<file path="src/rtl/chdr_8s_to_16s.sv">
// rtl/chdr_8s_to_16s.sv - CHDR sc8 -> sc16 payload expander with length rewrite, zero latency.
// Optional SID destination override compiled in with CHDR_8S_TO_16S_SID_OVERRIDE_EN.
module chdr_8s_to_16s #(
  parameter logic [7:0] BASE = 8'd0
) (
  input  logic        clk,
  input  logic        rst,
  input  logic [63:0] i_tdata,
  input  logic        i_tlast,
  input  logic        i_tvalid,
  output logic        i_tready,
  output logic [63:0] o_tdata,
  output logic        o_tlast,
  output logic        o_tvalid,
  input  logic        o_tready,
  input  logic        set_stb,
  input  logic [7:0]  set_addr,
  input  logic [31:0] set_data
);

  typedef enum logic [1:0] {ST_HEADER, ST_TIME, ST_HIGH, ST_LOW} state_e;

  state_e      state_q, state_d;
  logic        half_last_q, half_last_d;
  logic        has_time;
  logic [15:0] hdr_bytes;
  logic [15:0] payload_len;
  logic [15:0] new_len;
  logic        single;
  logic        o_hs;
  logic [31:0] sid_word;

  function automatic logic [63:0] expand(input logic [31:0] s);
    return {s[31:24], 8'h00, s[23:16], 8'h00, s[15:8], 8'h00, s[7:0], 8'h00};
  endfunction

  assign has_time    = i_tdata[61];
  assign hdr_bytes   = has_time ? 16'd16 : 16'd8;
  assign payload_len = i_tdata[47:32] - hdr_bytes;
  assign new_len     = {payload_len[14:0], 1'b0} + hdr_bytes;
  assign single      = i_tlast && half_last_q;
  // o_tvalid always mirrors i_tvalid; use the input directly to keep the comb graph acyclic
  assign o_hs        = i_tvalid && o_tready;

`ifdef CHDR_8S_TO_16S_SID_OVERRIDE_EN
  logic [16:0] sid_reg_q;
  logic        unused_set;

  always_ff @(posedge clk or posedge rst) begin
    if (rst) begin
      sid_reg_q <= '0;
    end else if (set_stb && (set_addr == BASE)) begin
      sid_reg_q <= set_data[16:0];
    end
  end

  assign sid_word   = sid_reg_q[16] ? {i_tdata[15:0], sid_reg_q[15:0]} : i_tdata[31:0];
  assign unused_set = ^set_data[31:17];
`else
  logic unused_set;
  assign unused_set = ^{set_stb, set_addr, set_data, BASE};
  assign sid_word   = i_tdata[31:0];
`endif

  always_ff @(posedge clk or posedge rst) begin
    if (rst) begin
      state_q     <= ST_HEADER;
      half_last_q <= 1'b0;
    end else begin
      state_q     <= state_d;
      half_last_q <= half_last_d;
    end
  end

  always_comb begin
    state_d     = state_q;
    half_last_d = half_last_q;
    o_tdata     = i_tdata;
    o_tlast     = i_tlast;
    o_tvalid    = i_tvalid;
    i_tready    = o_tready;
    case (state_q)
      ST_HEADER: begin
        o_tdata = {i_tdata[63:48], new_len, sid_word};
        if (o_hs) begin
          half_last_d = (payload_len[2:0] != 3'd0) && (payload_len[2:0] <= 3'd4);
          if (!i_tlast) begin
            state_d = has_time ? ST_TIME : ST_HIGH;
          end
        end
      end
      ST_TIME: begin
        if (o_hs) begin
          state_d = i_tlast ? ST_HEADER : ST_HIGH;
        end
      end
      ST_HIGH: begin
        // Input word is held upstream unless this is a half-filled final beat
        o_tdata  = expand(i_tdata[63:32]);
        o_tlast  = single;
        i_tready = single ? o_tready : 1'b0;
        if (o_hs) begin
          state_d = single ? ST_HEADER : ST_LOW;
        end
      end
      ST_LOW: begin
        o_tdata = expand(i_tdata[31:0]);
        if (o_hs) begin
          state_d = i_tlast ? ST_HEADER : ST_HIGH;
        end
      end
      default: state_d = ST_HEADER;
    endcase
  end

endmodule

</file>
<file path="config.mk">
export PLATFORM = sky130hd
export DESIGN_NAME = chdr_8s_to_16s
export DESIGN_NICKNAME = d
export VERILOG_FILES = /design/src/rtl/chdr_8s_to_16s.sv
export SDC_FILE = /design/constraint.sdc
export NUM_CORES = 1
export LEC_CHECK = 0
export ABC_AREA = 1
export ABC_CLOCK_PERIOD_IN_PS = 2700
export CAP_MARGIN = 40
export CORE_ASPECT_RATIO = 0.7
export CORE_UTILIZATION = 30
export CTS_BUF_LIST = sky130_fd_sc_hd__clkbuf_8
export DETAILED_ROUTE_END_ITERATION = 16
export HOLD_SLACK_MARGIN = 0.02
export PLACE_DENSITY = 0.87
export SLEW_MARGIN = 20
export SYNTH_ARGS = -nofsm -noshare
export SYNTH_HDL_FRONTEND = slang
export SYNTH_SLANG_ARGS = --single-unit
</file>
<file path="constraint.sdc">
create_clock -name clk -period 2.7 [get_ports clk]
set_input_delay 0.405 -clock clk [delete_from_list [all_inputs] [get_ports clk]]
set_output_delay 0.405 -clock clk [all_outputs]
set_load 0.05 [all_outputs]
</file>
==> flow_results.org, run 1 <==
** Critical path
- Start of the worst register-to-register path :: state_q[1]$_DFFE_PP0P_
- Measured in cells, the most critical reg-to-reg path has a length of 6.
- Data required, critical path :: 2.30 ns
- Tracing the worst setup path back leads to its startpoint at i_tdata[61].
- The worst setup path is launched from an input pin.
- Data arrival at the endpoint of the critical path :: 2.28 ns
- Capture point of the worst reg-to-reg path :: state_q[1]$_DFFE_PP0P_
- By startpoint and endpoint, the worst setup path is classified as in2out.
- Reg-to-reg slack, setup :: 1.11 ns
- Capturing element of the worst setup path :: o_tdata[45]
- The worst setup path is captured at a primary output.
- Of all nets on the critical path, the largest fanout is 6.

** Outcome
- Status :: finished, final reports clean

** Clock network
- TritonCTS built the clock tree.
- Buffers inserted during clock tree synthesis total 3.
- No sink is reached through more buffers than the 2 on the longest clock path.
- Count of clock tree sinks :: 3
- Clock latency on the worst-skew pair :: 0.22 ns
- Clock-pin slew was measured on the worst setup and hold paths at 0.03 ns.
- In this run the number of H-tree levels came out at 1.
- Clock Root Buffer :: clkbuf_8

** Synthesis
- A synthesized cell averages 5.02 µm².
- Number of distinct standard cells referenced by the synthesized netlist :: 33
- Netlist Area Pre-Place :: 0.00168 mm²
- Counting flops and latches in the post-synthesis netlist gives 3.
- Portion of netlist area occupied by mux cells :: 0
- Simple logic cell fraction of the synthesized area :: 0.531
- Largest family of logic cells by synthesized area :: simple AND/OR/NAND/NOR gates
- Number of nets in the synthesized netlist :: 450
- Of the total synthesized cell area, the portion taken by full adders, half adders and majority gates is 0.0492.
- Yosys printed 0 warnings.
- Fraction of the yosys area taken by sequential cells :: 0.0447
- Of the total synthesized cell area, the portion taken by XOR and XNOR cells is 0.0254.
- The cell count after synthesis came out at 334.
- Compound-gate portion of the synthesized area :: 0.183

** Route
- Vias per inst :: 5.22
- For this block, the initial DRC count from the detailed router was 162.
- Vias :: 2,980
- The first detailed-routing pass ran for 5 iterations.
- In this run the remaining antenna-violating nets after routing total 0.
- Total detailed-routing wirelength :: 8940 µm
- DRC violation count after routing :: 0
- Routed wire per std cell :: 15.7 µm

** Global route
- Aggregate global routing overflow :: 0
- Total track usage :: 0.295
- Entering global routing, the biggest net connects 24 pins.
- The number of antenna violations at the first check in global routing was 0.
- The number of global-route vias before repair was 3,021.
- The first global-routing pass estimated 14,000 µm of wire.

** STA
- Subtracting the final worst setup slack from the clock period gives 2.69 ns.
- Tcrit/Tclk final :: 0.996
- On the final layout, the worst clock skew is 0.000152 ns.
- At the pin with the least slew margin, the transition time is 0.509 ns.
- Sum Neg Setup Slack :: 0 ns
- Highest achievable clock rate :: 0.372 GHz
- The worst pin sits at a relative slew slack of 0.660.
- Max-slew violation total from the final report :: 0
- Setup WS post-layout :: 0.0115 ns
- The count of endpoints failing hold in the final timing report came to 0.
- Total of endpoints with negative setup slack in the final report :: 0
- RSZ-0062 raised after global routing :: yes

** Finish
- Relative to the synthesized area, the layout overhead comes to 136%.
- Once layout is done, the placed cells without fillers occupy 0.00397 mm².
- Excluding fillers, the count of instances in the completed layout stands at 571.
- Fraction of the core area covered by cells at the end of the flow :: 0.746
- Net count reported at finish :: 616
- Layout cell share with drive strength beyond 1 :: 0.279
- Diodes inserted :: 0
- Leaving out fill and tap cells, the most frequent cell in the layout is nand2_1.
- Leading cell types in the layout, fill and taps excluded :: nand2_1, clkdlybuf4s50_1, inv_1

** Place
- During placement, the flow inserted port buffers numbering 135.
- Routability-driven placement finished with a final weighted congestion of 0.958.
- OpenSTA, run right after detailed placement, puts the worst setup slack at -0.556 ns.
- Cells after DPL :: 565
- After detailed placement, the total cell area comes to 0.00372 mm².
- After legalization and detailed placement, the total HPWL measured 6930 µm.

** Job
- Across the run, the number of max-cap violations was 0.

** Die
- The floorplan step defined a core boundary enclosing 0.00531 mm².
- The die is 64.6 µm tall.
- IO Pins :: 177
- The die covers 0.00590 mm².
- In this run the horizontal extent of the chip is 91.4 µm.
- The floorplan has 22 rows.
- Starting utilization of the core area :: 0.316

** Power and ir drop
- Dividing total power by cell area gives a power density of 1140 mW/mm².
- IR Drop Worst-Case VDD :: 1.05 mV
- Leakage component of the power :: 1.90 nW

** Worst hold path
- Hold/Removal Path Class :: in2async
==> cell usage after synthesis <==
library cell / instances / area share
o211ai_1: 7 / 0.031
o21ai_0: 12 / 0.036
clkinv_1: 1 / 0.0022
a21oi_1: 4 / 0.012
nor2_1: 39 / 0.087
nand2_2: 7 / 0.026
a31oi_1: 1 / 0.0037
inv_2: 3 / 0.0067
nand3_2: 1 / 0.0060
nand3_1: 27 / 0.081
inv_1: 57 / 0.13
o32ai_1: 1 / 0.0052
buf_4: 1 / 0.0045
nor2_4: 2 / 0.013
nand3b_1: 2 / 0.0089
a21boi_0: 1 / 0.0045
nand4_1: 8 / 0.030
buf_1: 2 / 0.0045
buf_6: 1 / 0.0067
clkbuf_1: 5 / 0.011
buf_2: 1 / 0.0030
xor2_1: 2 / 0.010
fa_1: 1 / 0.012
xnor2_1: 1 / 0.0052
nand2_1: 108 / 0.24
o221ai_1: 8 / 0.042
o2111ai_1: 3 / 0.016
xor2_2: 1 / 0.0097
nor2_2: 9 / 0.034
ha_1: 5 / 0.037
and2_1: 1 / 0.0037
o22ai_1: 9 / 0.034
dfrtp_1: 3 / 0.045
==> state kept, by name (all words and copies together) (netlist names) <==
register / cells
half_last_q: 1
state_q: 2
==> timing repair <==
item	CTS	global route
endpoints found under the setup margin	12	9
setup buffers	1	1
gates resized for setup	30	34
pin swaps	11	17
hold buffers	0	0
gates cloned	0	0
==> critical path: stages <==
cell      delay [ns]
buf_6           0.09
inv_4           0.04
ha_4            0.15
fa_2            0.42
nand2_2         0.11
nand3_2         0.10
nor2_4          0.14
nand3_4         0.10
nor2_4          0.19
nand4_1         0.14
nand3_2         0.10
nand3b_1        0.13
buf_12          0.18
==> area by class of cell <==
class	count	area, µm²
Inverter	61	236
Fill cell	378	1350
Multi-Input combinational cell	260	1490
Sequential cell	3	75.1
Clock inverter	1	3.75
Tap cell	72	90.1
Timing Repair Buffer	171	2030
Clock buffer	3	41.3
==> power breakdown <==
group	internal, mW	switching (mW)	total (mW)
registers	0.0670	0.0310	0.0980
logic	1.73	2.55	4.29
clock network	0.0975	0.0380	0.135
total	1.90	2.62	4.52
==> per-layer routing <==
| metal | routed length [µm] | vias up | GRT usage |
|---|---|---|---|
| met5 | 0 | - | 0 |
| met4 | 367 | 0 | 0.137 |
| met3 | 864 | 39 | 0.0692 |
| met2 | 4420 | 204 | 0.549 |
| met1 | 3280 | 1325 | 0.318 |
| li1 | - | 1412 | - |
==> stage by stage <==
step                      power [mW]  hold slack, ns
final                           4.52           0.346
after CTS                       4.48           0.346
after floorplan                 2.31           0.159
after detailed placement        4.29           0.560
after global routing            4.68           0.375
after global placement          4.24           0.540
==> kinds of logic (layout without fill, tap and decap cells) <==
family / after synthesis / after routing
AOI/OAI and AO/OA: 46 / 46
xor gates and xnor gates: 4 / 4
adders and majority gates: 6 / 6
buffers and inverters: 71 / 236
DFF: 3 / 3
and+or+nand+nor: 204 / 204
==> worst min-delay path by stage <==
stage	startpoint	endpoint	slack (ns)
6_report	rst	state_q[1]$_DFFE_PP0P_	0.35
4_1_cts	rst	half_last_q$_DFFE_PP0P_	0.35
3_5_place_dp	half_last_q$_DFFE_PP0P_	half_last_q$_DFFE_PP0P_	0.56
5_1_grt	rst	state_q[1]$_DFFE_PP0P_	0.37
3_3_place_gp	half_last_q$_DFFE_PP0P_	half_last_q$_DFFE_PP0P_	0.54
2_1_floorplan	rst	half_last_q$_DFFE_PP0P_	0.16
Note: power is estimated with default switching activity, not from simulation.
==> run 2, diff against run 1 <==
--- a/config.mk
+++ b/config.mk
@@ -8,12 +8,15 @@
 export ABC_AREA = 1
 export ABC_CLOCK_PERIOD_IN_PS = 2700
 export CAP_MARGIN = 40
-export CORE_ASPECT_RATIO = 0.7
-export CORE_UTILIZATION = 30
+export CORE_AREA = 2 2 69 71
 export CTS_BUF_LIST = sky130_fd_sc_hd__clkbuf_8
+export CTS_CLUSTER_SIZE = 25
 export DETAILED_ROUTE_END_ITERATION = 16
+export DIE_AREA = 0 0 71 73
+export DONT_BUFFER_PORTS = 1
 export HOLD_SLACK_MARGIN = 0.02
-export PLACE_DENSITY = 0.87
+export PLACE_DENSITY = 0.55
+export REMOVE_ABC_BUFFERS = 1
 export SLEW_MARGIN = 20
 export SYNTH_ARGS = -nofsm -noshare
 export SYNTH_HDL_FRONTEND = slang
==> flow_results.org, run 2 (synthesized netlist as in run 1, its figures left out) <==
** STA
- The count of endpoints failing hold in the final timing report is 0 (unchanged).
- The count of final setup violators is 0 (unchanged).
- Clock period minus final worst setup slack :: 2.61 ns (-0.0736 ns)
- Worst Clk Skew :: 0.00261 ns (+0.00246 ns)
- The upper clock frequency limit came to 0.382 GHz (+2.8%).
- The slew at the pin closest to its max-slew limit was 0.514 ns (+0.00574 ns).
- Hold WS :: 0.410 ns (+0.0635 ns)
- Max-slew violation total from the final report :: 0 (unchanged)
- The share of the clock period used by the worst path is 0.968 (-0.0273).
- The tightest slew margin relative to the limit is 0.653 (-0.00639).

** Die
- Core box area :: 0.00454 mm² (-15%)
- The initial core utilization was 0.370 (+0.0541).
- The number of rows in the core area is 25 (+14%).
- Vertical extent of the die :: 73 µm (+13%)
- Die outline width :: 71 µm (-22%)
- The total die area came to 0.00518 mm² (-12%).
- The total I/O pin count came to 177 (unchanged).

** Power and ir drop
- Switching power total :: 2.36 mW (-9.9%)
- Power density over the cells :: 1390 mW/mm² (+22%)
- The switching power share of the total is 0.667 (+0.0873).
- Relative contribution of the clock network to total power :: 0.037 (+0.007)
- Overall power of the completed layout :: 3.54 mW (-22%)
- Register share of total power :: 0.027 (+0.005)
- The peak supply drop was 0.703 mV (-33%).
- The relative contribution of combinational cells to total power came to 0.936 (-0.012).
- The cell-internal power is 1.18 mW (-38%).
- The leakage power figure was 1.35 nW (-29%).

** Place
- Post-DP HPWL :: 5310 µm (-23%)
- The placed instance area came to 0.00241 mm² (-35%).
- Count of input and output buffers :: 0 (-100%)
- The number of placed instances, taps included was 454 (-20%).
- Gpl congestion :: 0.868 (-9.4%)

** Route
- The residual antenna-violating net count after detailed routing was 0 (unchanged).
- The wire length after detailed routing came to 6560 µm (-27%).
- Number of detailed-routing iterations run before antenna repair :: 4 (-1)
- The first-iteration detailed-routing DRC count came to 119 (-27%).
- The number of remaining DRC errors came to 0 (unchanged).
- Routed wire per std cell :: 14.3 µm (-8.7%)
- Vias :: 2,456 (-18%)
- Vias per inst :: 5.35 (+2.5%)

** Critical path
- The worst setup path is launched from an input pin.
- Setup Crit Path Kind :: in2out
- The biggest cell delay along the critical path was 0.45 ns (+0.03 ns).
- The highest net fanout along the worst path is 5 (-1).
- Category of the worst setup path capture point :: primary output
- Crit-path cells :: inv_1 -> ha_2 -> fa_2 -> inv_4 -> nand3_2 -> nor2_4 -> nand3_4 -> nor2_4 -> nand3_1 -> nand2_1 -> nand3_1 -> nand3b_1 -> buf_12
- The data arrival at the endpoint of the critical path was 2.21 ns (-0.07 ns).
- Among cell families on the critical path, the largest total delay comes from simple AND/OR/NAND/NOR gates.
- Crit-path slowest cell :: fa_2
- The number of buffer and inverter instances along the worst setup path came to 3 (unchanged).
- Data required, critical path :: 2.30 ns (about the same)

** Clock network
- The maximum root-to-sink buffer count was 2 (unchanged).
- The maximum level of the CTS H-tree is 1 (unchanged).
- TritonCTS built the clock tree.
- The clock input transition at the sequential cells of the worst setup and hold paths is 0.03 ns (about the same).
- The clock buffer count from CTS came to 3 (unchanged).
- The clock latency of the later-clocked register in the worst-skew pair is 0.22 ns (about the same).
- Clock Root Buffer :: clkbuf_8
- Count of clock tree sinks :: 3 (unchanged)

** Finish
- Layout cell share with drive strength beyond 1 :: 0.286 (+0.00786)
- Total area of multi-input combinational cells :: 0.00141 mm² (-5.4%)
- Final cell count without fillers :: 459 (-20%)
- The library cell used most frequently in the layout, excluding fill and tap cells, is nand2_1.
- The filler cell count in the final layout was 466 (+23%).
- The largest registers in the layout are state_q x2, half_last_q x1.
- The register with the most flip-flops in the final layout is state_q.
- Relative to the synthesized area, the layout overhead comes to 51.6%.
- The post-route cell area was 0.00254 mm² (-36%).
- The area taken by flip-flops and latches was 75.1 µm² (unchanged).
- Diodes inserted :: 0 (unchanged)
- The library cells used most frequently in the layout, excluding fill and tap cells, are nand2_1, buf_4, inv_1.
- Number of flip-flops under the largest register name :: 2 (unchanged)
- Net count reported at finish :: 522 (-15%)

** Global route
- Number of antenna violations at the first check in global routing :: 0 (unchanged)
- Via count of the first global-routing pass :: 2,228 (-26%)
- Largest net degree at the start of global routing :: 27 (+13%)
- The overall overflow remaining after global route came to 0 (unchanged).
- Total track usage :: 0.242 (-0.0532)
- The global-route wire length before repair came to 10,200 µm (-28%).

** Worst hold path
- Hold/Removal Path Class :: in2reg

** Outcome
- Status :: finished, final reports clean

** Job
- Maximum capacitance violations :: 0 (unchanged)
==> run 2: cell types whose count changed in the layout (fill, tap and decap cells not counted), sizes merged <==
cell           before  now
dlygate4sd3         0    1
buf                81   76
dlymetal6s2s        5    0
clkdlybuf4s50      84    0
clkbuf              4    3
==> run 2: repair_timing <==
item                                   in CTS  in global routing
hold buffers                                1                  0
setup endpoints to repair                   2                  6
pin swaps                                   0                  7
gates resized for setup                     1                 18
endpoints found under the hold margin       3                  0
setup buffers                               0                  0
==> run 2: power by group through the flow <==
stage / combinational, mW / clock, mW / sequential [mW]
detailed placement: 3.29 / 0 / 0.0929
finish: 3.31 / 0.133 / 0.0941
CTS: 3.30 / 0.131 / 0.0928
floorplan: 2.13 / 0 / 0.121
global placement: 3.26 / 0 / 0.0909
global route: 3.47 / 0.134 / 0.0948
==> run 2: per-stage QoR <==
step	TNS (ns)	utilization	worst slack, ns
3_3_place_gp	0	0.532	0.0247
3_5_place_dp	-0.0370	0.532	-0.0227
4_1_cts	0	0.544	0.0290
5_1_grt	-0.0411	0.561	-0.0229
2_1_floorplan	-1.86	-	-0.501
6_report	0	0.561	0.0851
==> run 2: final timing paths <==
kind / startpoint / to / slack, ns / cells after the start
setup / recovery: i_tdata[35] / o_tdata[45] / 0.09 / 13
hold reg to reg: half_last_q$_DFFE_PP0P_ / half_last_q$_DFFE_PP0P_ / 0.56 / 2
min in group asynchronous: rst / state_q[1]$_DFFE_PP0P_ / 0.50 / 2
hold / removal: i_tdata[34] / half_last_q$_DFFE_PP0P_ / 0.41 / 2
max in group asynchronous: rst / state_q[0]$_DFFE_PP0P_ / 2.07 / 2
setup reg to reg: state_q[1]$_DFFE_PP0P_ / state_q[1]$_DFFE_PP0P_ / 1.12 / 6
==> run 2: routing by layer <==
layer | vias to the layer above | routed length [µm] | global-route usage | share of wire
met4 | 0 | 110 | 0.0818 | 0.017
met2 | 102 | 3200 | 0.418 | 0.49
met5 | - | 0 | 0 | 0
met1 | 1129 | 2670 | 0.302 | 0.41
met3 | 13 | 582 | 0.0442 | 0.089
li1 | 1212 | - | - | -
==> run 2: area by class of cell <==
class | instances | area share
clock buffers | 3 | 0.0162
clock inverters | 1 | 0.00148
inverters | 61 | 0.0910
multi-input cells | 260 | 0.553
flip-flops and latches | 3 | 0.0295
well taps | 54 | 0.0266
repair buffers | 77 | 0.282
